### src/rtl/alu_ctrl.sv
// Sequencing front end for the 8-bit ALU: byte-stream decode, immediate fetch, accumulator/register file and flags.
// Optional build macro: ALU_CTRL_CARRY_EN enables the carry/borrow flag datapath.
module alu_ctrl (
  input  logic       clk,
  input  logic       rst,
  input  logic [7:0] instr,
  input  logic       instr_valid,
  output logic       instr_ready,
  output logic [3:0] alu_opcode,
  output logic [7:0] alu_a,
  output logic [7:0] alu_b,
  input  logic [7:0] alu_y,
  output logic       res_valid,
  output logic [7:0] res_data,
  output logic       zero,
  output logic       carry,
  output logic       err
);

  localparam int unsigned DW   = 8;
  localparam int unsigned OW   = 4;
  localparam int unsigned RW   = 2;
  localparam int unsigned NREG = 4;

  localparam logic [OW-1:0] OP_ADD   = 4'h4;
  localparam logic [OW-1:0] OP_SUB   = 4'h5;
  localparam logic [OW-1:0] OP_STORE = 4'h8;

  typedef enum logic [1:0] {FETCH, IMM, EXEC, DONE} state_t;

  state_t        state;
  logic [OW-1:0] op_q;
  logic [RW-1:0] rsel_q;
  logic [DW-1:0] acc;
  logic [DW-1:0] rf [NREG];

  logic          fire_c;
  logic [OW-1:0] in_op_c;
  logic          in_imm_c;
  logic [RW-1:0] in_rsel_c;
  logic          unused_instr_c;

  assign fire_c         = instr_valid && instr_ready;
  assign in_op_c        = instr[7:4];
  assign in_imm_c       = instr[3];
  assign in_rsel_c      = instr[1:0];
  assign unused_instr_c = instr[2];

`ifdef ALU_CTRL_CARRY_EN
  // 9-bit add for carry-out; borrow is a plain unsigned compare of acc and B.
  logic [DW:0] sum9_c;
  logic        carry_nxt_c;
  logic        unused_sum_c;

  assign sum9_c       = {1'b0, acc} + {1'b0, alu_b};
  assign unused_sum_c = ^sum9_c[DW-1:0];

  always_comb begin
    carry_nxt_c = 1'b0;
    if (op_q == OP_ADD)      carry_nxt_c = sum9_c[DW];
    else if (op_q == OP_SUB) carry_nxt_c = (acc < alu_b);
  end
`else
  assign carry = 1'b0;
`endif

  // Control FSM; every output except carry (tied off when disabled) is registered here.
  always_ff @(posedge clk) begin
    if (rst) begin
      state       <= FETCH;
      op_q        <= '0;
      rsel_q      <= '0;
      acc         <= '0;
      for (int i = 0; i < int'(NREG); i++) rf[i] <= '0;
      instr_ready <= 1'b1;
      alu_opcode  <= '0;
      alu_a       <= '0;
      alu_b       <= '0;
      res_valid   <= 1'b0;
      res_data    <= '0;
      zero        <= 1'b0;
      err         <= 1'b0;
`ifdef ALU_CTRL_CARRY_EN
      carry       <= 1'b0;
`endif
    end else begin
      res_valid <= 1'b0;
      err       <= 1'b0;
      unique case (state)
        FETCH: begin
          if (fire_c) begin
            op_q   <= in_op_c;
            rsel_q <= in_rsel_c;
            if (!in_op_c[3] && in_imm_c) begin
              state <= IMM;
            end else begin
              state       <= EXEC;
              instr_ready <= 1'b0;
              // STORE and illegal ops never reach the ALU pins
              if (!in_op_c[3]) begin
                alu_opcode <= in_op_c;
                alu_a      <= acc;
                alu_b      <= rf[in_rsel_c];
              end
            end
          end
        end
        IMM: begin
          if (fire_c) begin
            state       <= EXEC;
            instr_ready <= 1'b0;
            alu_opcode  <= op_q;
            alu_a       <= acc;
            alu_b       <= instr;
          end
        end
        EXEC: begin
          state <= DONE;
          if (!op_q[3]) begin
            acc       <= alu_y;
            res_data  <= alu_y;
            zero      <= (alu_y == '0);
            res_valid <= 1'b1;
`ifdef ALU_CTRL_CARRY_EN
            carry     <= carry_nxt_c;
`endif
          end else if (op_q == OP_STORE) begin
            rf[rsel_q] <= acc;
            res_data   <= acc;
            res_valid  <= 1'b1;
          end else begin
            err <= 1'b1;
          end
        end
        DONE: begin
          state       <= FETCH;
          instr_ready <= 1'b1;
        end
        default: begin
          state       <= FETCH;
          instr_ready <= 1'b1;
        end
      endcase
    end
  end

endmodule
### config.mk
export PLATFORM = sky130hd
export DESIGN_NAME = alu_ctrl
export DESIGN_NICKNAME = d
export VERILOG_FILES = /design/src/rtl/alu_ctrl.sv
export SDC_FILE = /design/constraint.sdc
export NUM_CORES = 1
export LEC_CHECK = 0
export CORE_UTILIZATION = 56
export CTS_BUF_LIST = sky130_fd_sc_hd__clkbuf_4
export DETAILED_ROUTE_END_ITERATION = 12
export PLACE_DENSITY = 0.91
export SLEW_MARGIN = 20
export SYNTH_ARGS = -nofsm -noshare
export SYNTH_HDL_FRONTEND = slang
export SYNTH_SLANG_ARGS = --single-unit
export TNS_END_PERCENT = 10
### constraint.sdc
create_clock -name clk -period 2.49 [get_ports clk]
set_input_delay 0.498 -clock clk [delete_from_list [all_inputs] [get_ports clk]]
set_output_delay 0.498 -clock clk [all_outputs]
set_load 0.005 [all_outputs]
# Word level (Yosys, flattened, before mapping)
# Memory sizes are Yosys's and may differ from the RTL's.
# Index checks and enable logic that the tools add are counted.
# word_totals
elab_cells	77
ram_bits	32
memories	1
regBits	48
output_inout_bits	33
# mem_list
memory	words	width	read_ports	rd_ports_with_merged_regs	wr	line	text
rf	4	8	1	0	4	35	logic [DW-1:0] rf [NREG];
# op_classes
n_reduce_logical	16
n_bitwise	2
n_eq_ne	9
mux	37
# ops
cell	count
8-bit two-way mux	11
8-bit case mux with 2 select lines	2
4-bit two-way mux	4
1-bit two-way mux	13
8-bit zero test	1
2-bit two-way mux	4
2-bit != test, second input constant	4
2-bit case mux with 4 select lines	1
4-bit case mux with 2 select lines	1
2-bit AND reduction	4
8-bit OR reduction	1
5-bit AND reduction	1
2-bit equality test, second input constant	2
4-bit equality test, second input constant	1
4-bit AND reduction	1
1-bit case mux with 3 select lines	1
3-bit nonzero test	1
3-bit OR reduction	1
2-bit by 1-bit equality test with 1-bit output, second input constant	1
1-bit logical AND	2
2-bit zero test	1
2-bit by 1-bit != test with 1-bit output, second input constant	1
1-bit inverter	2
2-bit nonzero test	1
other kinds (2)	2

# Depth between registers and ports, before layout
# Gate-level depths: netlist (run 1).
# depth
word_depth	8
ltp_mapped	8

# Least setup slack after synthesis (run 1)
# Ideal clock, no wire load.
# synth_path
path_kind	register -> register
startpoint	register op_q[0]
endpoint	memory rf[0][0], enable pin
t_required_ns	2.161
stages_incl_launch_ff	6
arrival_time_ns	1.552
path_slack_ns	0.609
setup_ns	0.329
path_buffers	1
path_cell_list	dfxtp_1 -> or3_4 -> nor3_4 -> buf_6 -> nor3b_4 -> or2_1
# synth_rtl
item	line	text
start: declaration	32	logic [OW-1:0] op_q;
start signal: assignment	92	op_q <= in_op_c;
end: declaration	35	

==> results.yml, run 1 <==
status:
  status: "completed"
floorplanning:
  io_pins: 52
  chipHeight_um: 80.9
  die_w_um: 80.9
  coreArea_mm2: 0.00596
  start_util_pct: 58.5
  num_rows: 28
  dieArea_mm2: 0.00654
global_route:
  grt_max_degree: 53
  track_usage_pct: 24.6
  grt_antenna_before_repair: 0
  gr-total-overflow: 0
  grt_first_pass_wirelength_um: 11800
  grt_pass1_vias: 2335
clocking:
  cts_setup_buffers: 0
  cts.repair.resized: 0
  ctsRootBufferMaster: "clkbuf_4"
  cts_hold_buf: 0
  htreeDepth: 3
  clock_latency_ns: 0.44
  cts_tree: "yes"
  cts_sinks: 80
  clock_path_buffers: 2
  path_clk_slew_ns: 0.12
  numCtsBuffers: 9
placed_design:
  hpwl_um: 5290
  place_ws_ns: 0.226
  portBuffers: 50
  place_area_mm2: 0.00405
  gp_congestion: 0.789
worst_hold_path:
  whs_path_depth: 2
  min_path_type: "reg2reg"
critical_path:
  cp-end-kind: "register"
  cpPeakStageDelay_ns: 0.39
  critPathSlowestCell: "nor3b_2"
  cp.arrival_ns: 2.29
  crit_family: "simple AND/OR/NAND/NOR gates"
  rr_worst_depth: 6
  critical_path_required_ns: 2.60
  critPathBufInv: 1
  start_kind: "register"
  cp_max_fo: 9
  crit_type: "reg2reg"
  crit_cells: 6
  path_cells: "inv_1 -> ha_1 -> nand2_1 -> nor3_4 -> nor3b_2 -> or2_1"
logic_synthesis:
  synth_edf_count: 32
  syn_nets: 339
  ys_types: 42
  yosys.area.top_type_share_pct: 27.6
  ys_warn_count: 0
  ys_seq_elements: 80
  syn_area_per_cell_um2: 11.1
  synth_top_flop_cell: "dfxtp_1"
  netlist_instances: 314
  synth_area_leader_cell: "dfxtp_1"
  ys_seq_area_share_pct: 55.2
  synth-async-reset-ratio_pct: 0
  synthTopCellsByArea: "dfxtp_1 28%, edfxtp_1 28%, mux2i_1 6.9%"
  netlist_area_mm2: 0.00348
timing:
  hold_slack_ns: 0.460
  worst_pin_slew_ns: 0.822
  rsz0062_at_grt: "no"
  slew_headroom_pct: 45.1
  period_share_pct: 87.6
  finClkSkew_ns: 0.0164
  max_freq_mhz: 458
  finalSetupTns_ns: 0
  hold_viol: 0
  layout_setup_ws_ns: 0.308
  finalSetupViolCount: 0
  min_period_ns: 2.18
  slew_viol_final: 0
route:
  avgViaCountPerCell: 5.62
  top_layer: "met4"
  drcViolationCount: 0
  first_pass_iters: 4
  vias: 2495
  wl_um: 7370
  ant_nets: 0
  dr_wl_met3_um: 531
  drtIter0Drc: 132
  wl_per_cell_um: 16.6
  wl_met2_um: 3560
  wl_met1_um: 3130
pwr:
  vdd.ir_drop.worst_mv: 0.489
  power_density_mw_per_mm2: 867
  p_total_mw: 3.63
  p_leak_nw: 1.50
finish:
  area_delta_synth_final_pct: 20.0
  drive_above_1_share_pct: 10.3
  nets: 389
  n_antenna_cell: 0
  mostFrequentLayoutCell: "clkdlybuf4s50_1"
  final_cell_mix: "49 x clkdlybuf4s50_1, 48 x dfxtp_1, 37 x nand2_1"
  fin_area_mm2: 0.00418
job:
  cap_violations: 0
==> Yosys cell counts, drive strengths merged (6+ instances only) <==
cell     n
a211oi  17
a21oi   20
and2    32
buf     10
clkbuf   9
dfxtp   48
edfxtp  32
ha       6
mux2i   24
mux4     6
nand2   37
nor2    28
==> metal layers <==
metal / GRT usage [%] / vias to the layer above
li1: - / 1214
met1: 31.6 / 1179
met2: 39.6 / 90
met3: 6.07 / 12
met4: 10.7 / 0
met5: 0 / -
==> state kept, by name, summed over array words and instances (netlist names), 4 cells and up <==
register    count
rf             32
alu_opcode      4
acc             8
alu_b           8
res_data        8
alu_a           8
op_q            4
==> stage by stage <==
| stage | util (%) | std cells |
|---|---|---|
| 2_1_floorplan | - | 314 |
| 5_1_grt | 70.2 | 444 |
| 3_3_place_gp | 68.0 | 428 |
| 3_5_place_dp | 68.0 | 428 |
| 6_report | 70.2 | 444 |
| 4_1_cts | 70.2 | 444 |
==> kinds of logic after synthesis <==
logic type	count (synthesis)	synth area share, %
other	1	0.108
flip-flops	80	55.2
adder cells (fa/ha/maj)	6	2.16
AND/OR/NAND/NOR	119	17.5
multiplexers	32	11.4
AO/OA/AOI/OAI	53	10.5
buffers and inverters	23	3.16
==> final timing paths <==
check | start | to | slack [ns]
min | alu_a[1] | alu_a[1] | 0.46
max reg2reg | state[0] | rf[1][6] | 0.31
min reg2reg | alu_a[1] | alu_a[1] | 0.46
max | state[0] | rf[1][6] | 0.31
==> power breakdown <==
group / internal (mW) / switching (mW) / total [mW]
Clock: 0.320 / 0.427 / 0.748
Sequential: 1.55 / 0.162 / 1.71
Combinational: 0.570 / 0.600 / 1.17
==> area by class of cell <==
class / instances / area [um^2]
Timing Repair Buffer: 58 / 568
Sequential cell: 80 / 1920
Inverter: 4 / 15.0
Clock buffer: 11 / 82.6
Multi-Input combinational cell: 211 / 1450
Clock inverter: 5 / 47.5
Fill cell: 426 / 1780
Tap cell: 75 / 93.8
==> tightest hold or removal path: stages (launching register included) <==
cell	delay, ns
dfxtp_1	0.32
nand2_1	0.05
a21oi_1	0.05
(Power assumes the default switching activity.)
==> run 2, diff against run 1 <==
--- a/config.mk
+++ b/config.mk
@@ -9,6 +9,7 @@
 export CTS_BUF_LIST = sky130_fd_sc_hd__clkbuf_4
 export DETAILED_ROUTE_END_ITERATION = 12
 export PLACE_DENSITY = 0.91
+export SETUP_SLACK_MARGIN = 0.5
 export SLEW_MARGIN = 20
 export SYNTH_ARGS = -nofsm -noshare
 export SYNTH_HDL_FRONTEND = slang
==> results.yml, run 2 (synthesis results as in run 1) <==
global_route:
  grt_max_degree: 53
  grt_first_pass_wirelength_um: 11700
  grt_pass1_vias: 2327
  grt_antenna_before_repair: 0
  track_usage_pct: 24.6
  gr-total-overflow: 0
finish:
  largest-register: "rf"
  final_cell_mix: "49 x clkdlybuf4s50_1, 48 x dfxtp_1, 37 x nand2_1"
  multi_input_area_mm2: 0.00147
  largest_register_ffs: 32
  drive_above_1_share_pct: 11.6
  area_delta_synth_final_pct: 20.7
  fill_cells: 418
  regArea_mm2: 0.00192
  nets: 390
  mostFrequentLayoutCell: "clkdlybuf4s50_1"
  n_antenna_cell: 0
timing:
  hold_viol: 0
  finalSetupTns_ns: 0
  max_freq_mhz: 506
  rsz0062_at_grt: "yes"
  finalSetupViolCount: 0
  period_share_pct: 79.4
  finClkSkew_ns: 0.0117
  min_period_ns: 1.98
  worst_pin_slew_ns: 0.634
  slew_headroom_pct: 57.6
  slew_viol_final: 0
clocking:
  path_clk_slew_ns: 0.11
  numCtsBuffers: 9
  ctsRootBufferMaster: "clkbuf_4"
  htreeDepth: 3
  cts_tree: "yes"
  clock_latency_ns: 0.43
  cts_sinks: 80
  clock_path_buffers: 2
route:
  vias: 2504
  drcViolationCount: 0
  wl_um: 7410
  drtIter0Drc: 164
  ant_nets: 0
  wl_per_cell_um: 16.6
  avgViaCountPerCell: 5.63
  first_pass_iters: 4
placed_design:
  gp_congestion: 0.789
  hpwl_um: 5290
  portBuffers: 50
critical_path:
  rr_worst_depth: 6
  cp.arrival_ns: 2.12
  worstSetupStartpoint: "state[0]"
  rr_endpoint: "rf[0][0]"
  cp-end-kind: "register"
  crit_path_end: "rf[0][0]"
  rr_startpoint: "state[0]"
  crit_type: "reg2reg"
  cp_max_fo: 9
  reg2reg_slack_ns: 0.51
  critical_path_required_ns: 2.63
  start_kind: "register"
floorplanning:
  start_util_pct: 58.5
  num_rows: 28
  die_w_um: 80.9
  coreArea_mm2: 0.00596
  chipHeight_um: 80.9
  io_pins: 52
  dieArea_mm2: 0.00654
pwr:
  p_leak_nw: 1.51
  vdd.ir_drop.worst_mv: 0.484
  power_density_mw_per_mm2: 865
  p_total_mw: 3.64
job:
  cap_violations: 0
status:
  status: "completed"
worst_hold_path:
  min_path_type: "reg2reg"
run 2: cell types whose count changed in the layout (fill, tap and decap cells not counted):
cell / previous run / this run
nor3b_4: 1 / 2
or2_1: 2 / 0
or2_4: 0 / 2
ha_1: 6 / 5
nor3b_2: 1 / 0
o21bai_1: 1 / 0
ha_2: 0 / 1
o21bai_2: 0 / 1
buf_4: 7 / 8
run 2: critical path, cell delays in order (launching register included):
cell     delay [ns]
dfxtp_1        0.36
inv_1          0.14
ha_2           0.24
nand2_1        0.13
nor3_4         0.22
nor3b_4        0.36
or2_4          0.25
run 2: cell type report:
class	count	area share, %
flip-flops and latches	80	45.7
well taps	75	2.23
clock buffers	11	1.96
clock inverters	5	1.13
inverters	4	0.357
repair buffers	59	13.7
multi-input cells	211	34.9
run 2: what timing repair did:
item | 4_1_cts | 5_1_grt
hold buffers | 0 | 0
pin swaps | 0 | 0
setup buffers | 0 | 1
setup endpoints to repair | 16 | 46
hold endpoints to repair | 0 | 0
gates resized for setup | 2 | 3
run 2: worst min path at each step:
stage	from	to	cells past startpoint
after floorplan	alu_opcode[3]	alu_opcode[3]	2
after global placement	alu_opcode[3]	alu_opcode[3]	2
after detailed placement	alu_opcode[3]	alu_opcode[3]	2
after CTS	alu_opcode[3]	alu_opcode[3]	2
after global routing	alu_opcode[3]	alu_opcode[3]	2
final	alu_a[1]	alu_a[1]	2
run 2: routing by layer:
layer,share of wire (%),global-route usage [%]
met4,1.8,10.7
met5,0,0
met1,43,31.6
met2,48,39.4
met3,7.1,6.07
run 2: per-stage QoR:
step	hold WS, ns	instances	cell area, um^2	util, %	setup WS [ns]
2_1_floorplan	0.448	314	3480	-	0.609
3_3_place_gp	0.439	428	4050	68.0	0.301
3_5_place_dp	0.445	428	4050	68.0	0.226
4_1_cts	0.459	444	4190	70.3	0.453
5_1_grt	0.476	445	4210	70.6	0.350
6_report	0.459	445	4210	70.6	0.513
run 2: power breakdown:
part / switching [mW] / internal (mW)
clock: 0.427 / 0.320
sequential: 0.164 / 1.55
combinational: 0.603 / 0.576
total: 1.19 / 2.44
==> run 3, diff against run 2 <==
--- a/config.mk
+++ b/config.mk
@@ -5,10 +5,10 @@
 export SDC_FILE = /design/constraint.sdc
 export NUM_CORES = 1
 export LEC_CHECK = 0
-export CORE_UTILIZATION = 56
+export CORE_UTILIZATION = 50
 export CTS_BUF_LIST = sky130_fd_sc_hd__clkbuf_4
 export DETAILED_ROUTE_END_ITERATION = 12
-export PLACE_DENSITY = 0.91
+export PLACE_DENSITY = 0.87
 export SETUP_SLACK_MARGIN = 0.5
 export SLEW_MARGIN = 20
 export SYNTH_ARGS = -nofsm -noshare
==> constraint.sdc (replaced) <==
create_clock -name clk -period 1.7 [get_ports clk]
set_input_delay 0.34 -clock clk [delete_from_list [all_inputs] [get_ports clk]]
set_output_delay 0.34 -clock clk [all_outputs]
set_load 0.005 [all_outputs]
==> results.yml, run 3 (synthesis results as in run 1) <==
timing:
  slew_viol_final: 0
  max_freq_mhz: 571
  layout_setup_ws_ns: -0.0524
  finClkSkew_ns: 0.0184
  min_period_ns: 1.75
  finalSetupTns_ns: -0.603
  hold_viol: 0
  finalSetupViolCount: 17
  period_share_pct: 103
  rsz0062_at_grt: "yes"
critical_path:
  start_kind: "register"
  rr_endpoint: "rf[1][2]"
  crit_cells: 4
  rr_startpoint: "op_q[0]"
  crit_path_end: "rf[1][2]"
  critPathSlowestCell: "or3_4"
  crit_family: "simple AND/OR/NAND/NOR gates"
  critPathBufInv: 0
  cp.arrival_ns: 1.90
  cpPeakStageDelay_ns: 0.42
  path_cells: "or3_4 -> nor3_4 -> nor3b_4 -> or2_4"
  critical_path_required_ns: 1.84
  cp_max_fo: 8
  crit_type: "reg2reg"
  cp-end-kind: "register"
  reg2reg_slack_ns: -0.05
  worstSetupStartpoint: "op_q[0]"
  rr_worst_depth: 4
finish:
  final_cell_mix: "33 x dfxtp_2, 32 x and2_1, 32 x edfxtp_1"
  area_delta_synth_final_pct: 38.7
  utilization_pct: 71.5
  n_antenna_cell: 0
  largest_register_ffs: 32
  largest-register: "rf"
  drive_above_1_share_pct: 46.6
  mostFrequentLayoutCell: "dfxtp_2"
  nets: 426
route:
  drcViolationCount: 0
  vias: 2741
  ant_nets: 0
  wl_per_cell_um: 18.2
  drtIter0Drc: 157
  avgViaCountPerCell: 5.64
  first_pass_iters: 4
  wl_um: 8860
global_route:
  grt_antenna_before_repair: 0
  track_usage_pct: 25.6
  grt_first_pass_wirelength_um: 14100
  grt_pass1_vias: 2783
  grt_max_degree: 29
  gr-total-overflow: 0
pwr:
  pwr-share-clk_pct: 16.6
  intPower_mw: 4.26
  p_sw_mw: 2.24
  pwr-share-seq_pct: 39.8
  power_density_mw_per_mm2: 1350
  vdd.ir_drop.worst_mv: 0.603
  power_frac_comb_pct: 43.6
  p_total_mw: 6.50
  switching_share_pct: 34.5
  p_leak_nw: 1.85
job:
  cap_violations: 0
clocking:
  cts_tree: "yes"
  path_clk_slew_ns: 0.11
  clock_path_buffers: 2
  htreeDepth: 3
  cts_sinks: 80
  cts_hold_buf: 0
  numCtsBuffers: 9
  ctsRootBufferMaster: "clkbuf_4"
  clock_latency_ns: 0.44
floorplanning:
  num_rows: 30
  coreArea_mm2: 0.00676
  start_util_pct: 51.6
  io_pins: 52
  chipHeight_um: 85.5
  die_w_um: 85.5
  dieArea_mm2: 0.00730
status:
  status: "finished, violations left"
  violations: "negative setup slack"
placed_design:
  hpwl_um: 5320
  gp_congestion: 0.796
  portBuffers: 50
worst_hold_path:
  min_path_type: "in2reg"
[run 3: power by group through the flow]
stage	Sequential, mW	Combinational, mW	Clock (mW)
global placement	2.52	1.85	0
CTS	2.55	2.44	1.08
detailed placement	2.54	1.92	0
finish	2.59	2.83	1.08
global route	2.63	3.01	1.18
floorplan	2.50	1.14	0
[run 3: worst min-delay path by stage]
stage | from | end | slack, ns | cells past startpoint
6_report | rst | op_q[1] | 0.43 | 3
5_1_grt | rst | op_q[2] | 0.45 | 3
4_1_cts | rst | alu_a[7] | 0.41 | 3
3_5_place_dp | zero | zero | 0.45 | 2
3_3_place_gp | alu_a[1] | alu_a[1] | 0.45 | 2
2_1_floorplan | alu_opcode[3] | alu_opcode[3] | 0.45 | 2
[run 3: layout make-up]
cell class / instances / area [um^2]
flip-flops and latches: 80 / 1970
fillers: 427 / 1920
multi-input cells: 212 / 1720
repair buffers: 94 / 893
well taps: 80 / 100
clock buffers: 9 / 67.6
clock inverters: 7 / 61.3
inverters: 4 / 22.5
[run 3: worst register-to-register path: cells and delay by family, from the launching register on]
family / cells / cell delay (ns)
flops: 1 / 0.34
simple gates: 4 / 1.14
[run 3: routing by layer]
| metal | share of wire, % | routed length (um) | global-route usage, % | vias up |
|---|---|---|---|---|
| met1 | 41 | 3650 | 31.8 | 1341 |
| met4 | 1.8 | 156 | 11.4 | 0 |
| met2 | 51 | 4550 | 44.0 | 97 |
| met3 | 5.7 | 507 | 4.09 | 16 |
| li1 | - | - | - | 1287 |
| met5 | 0 | 0 | 0 | - |
[run 3: what timing repair did]
action / in CTS / in global routing
resized for setup: 221 / 34
cloned: 3 / 0
pin swaps: 45 / 29
setup buffers: 9 / 8
setup endpoints to repair: 143 / 143
[run 3: through the flow]
stage / hold slack [ns] / area, um^2 / setup WS, ns / instances
after floorplan: 0.448 / 3500 / -0.0357 / 314
after global placement: 0.445 / 4240 / -0.126 / 450
final: 0.434 / 4830 / -0.0524 / 486
after CTS: 0.407 / 4610 / -0.0217 / 478
after detailed placement: 0.451 / 4240 / -0.212 / 450
after global routing: 0.453 / 4830 / -0.0810 / 486
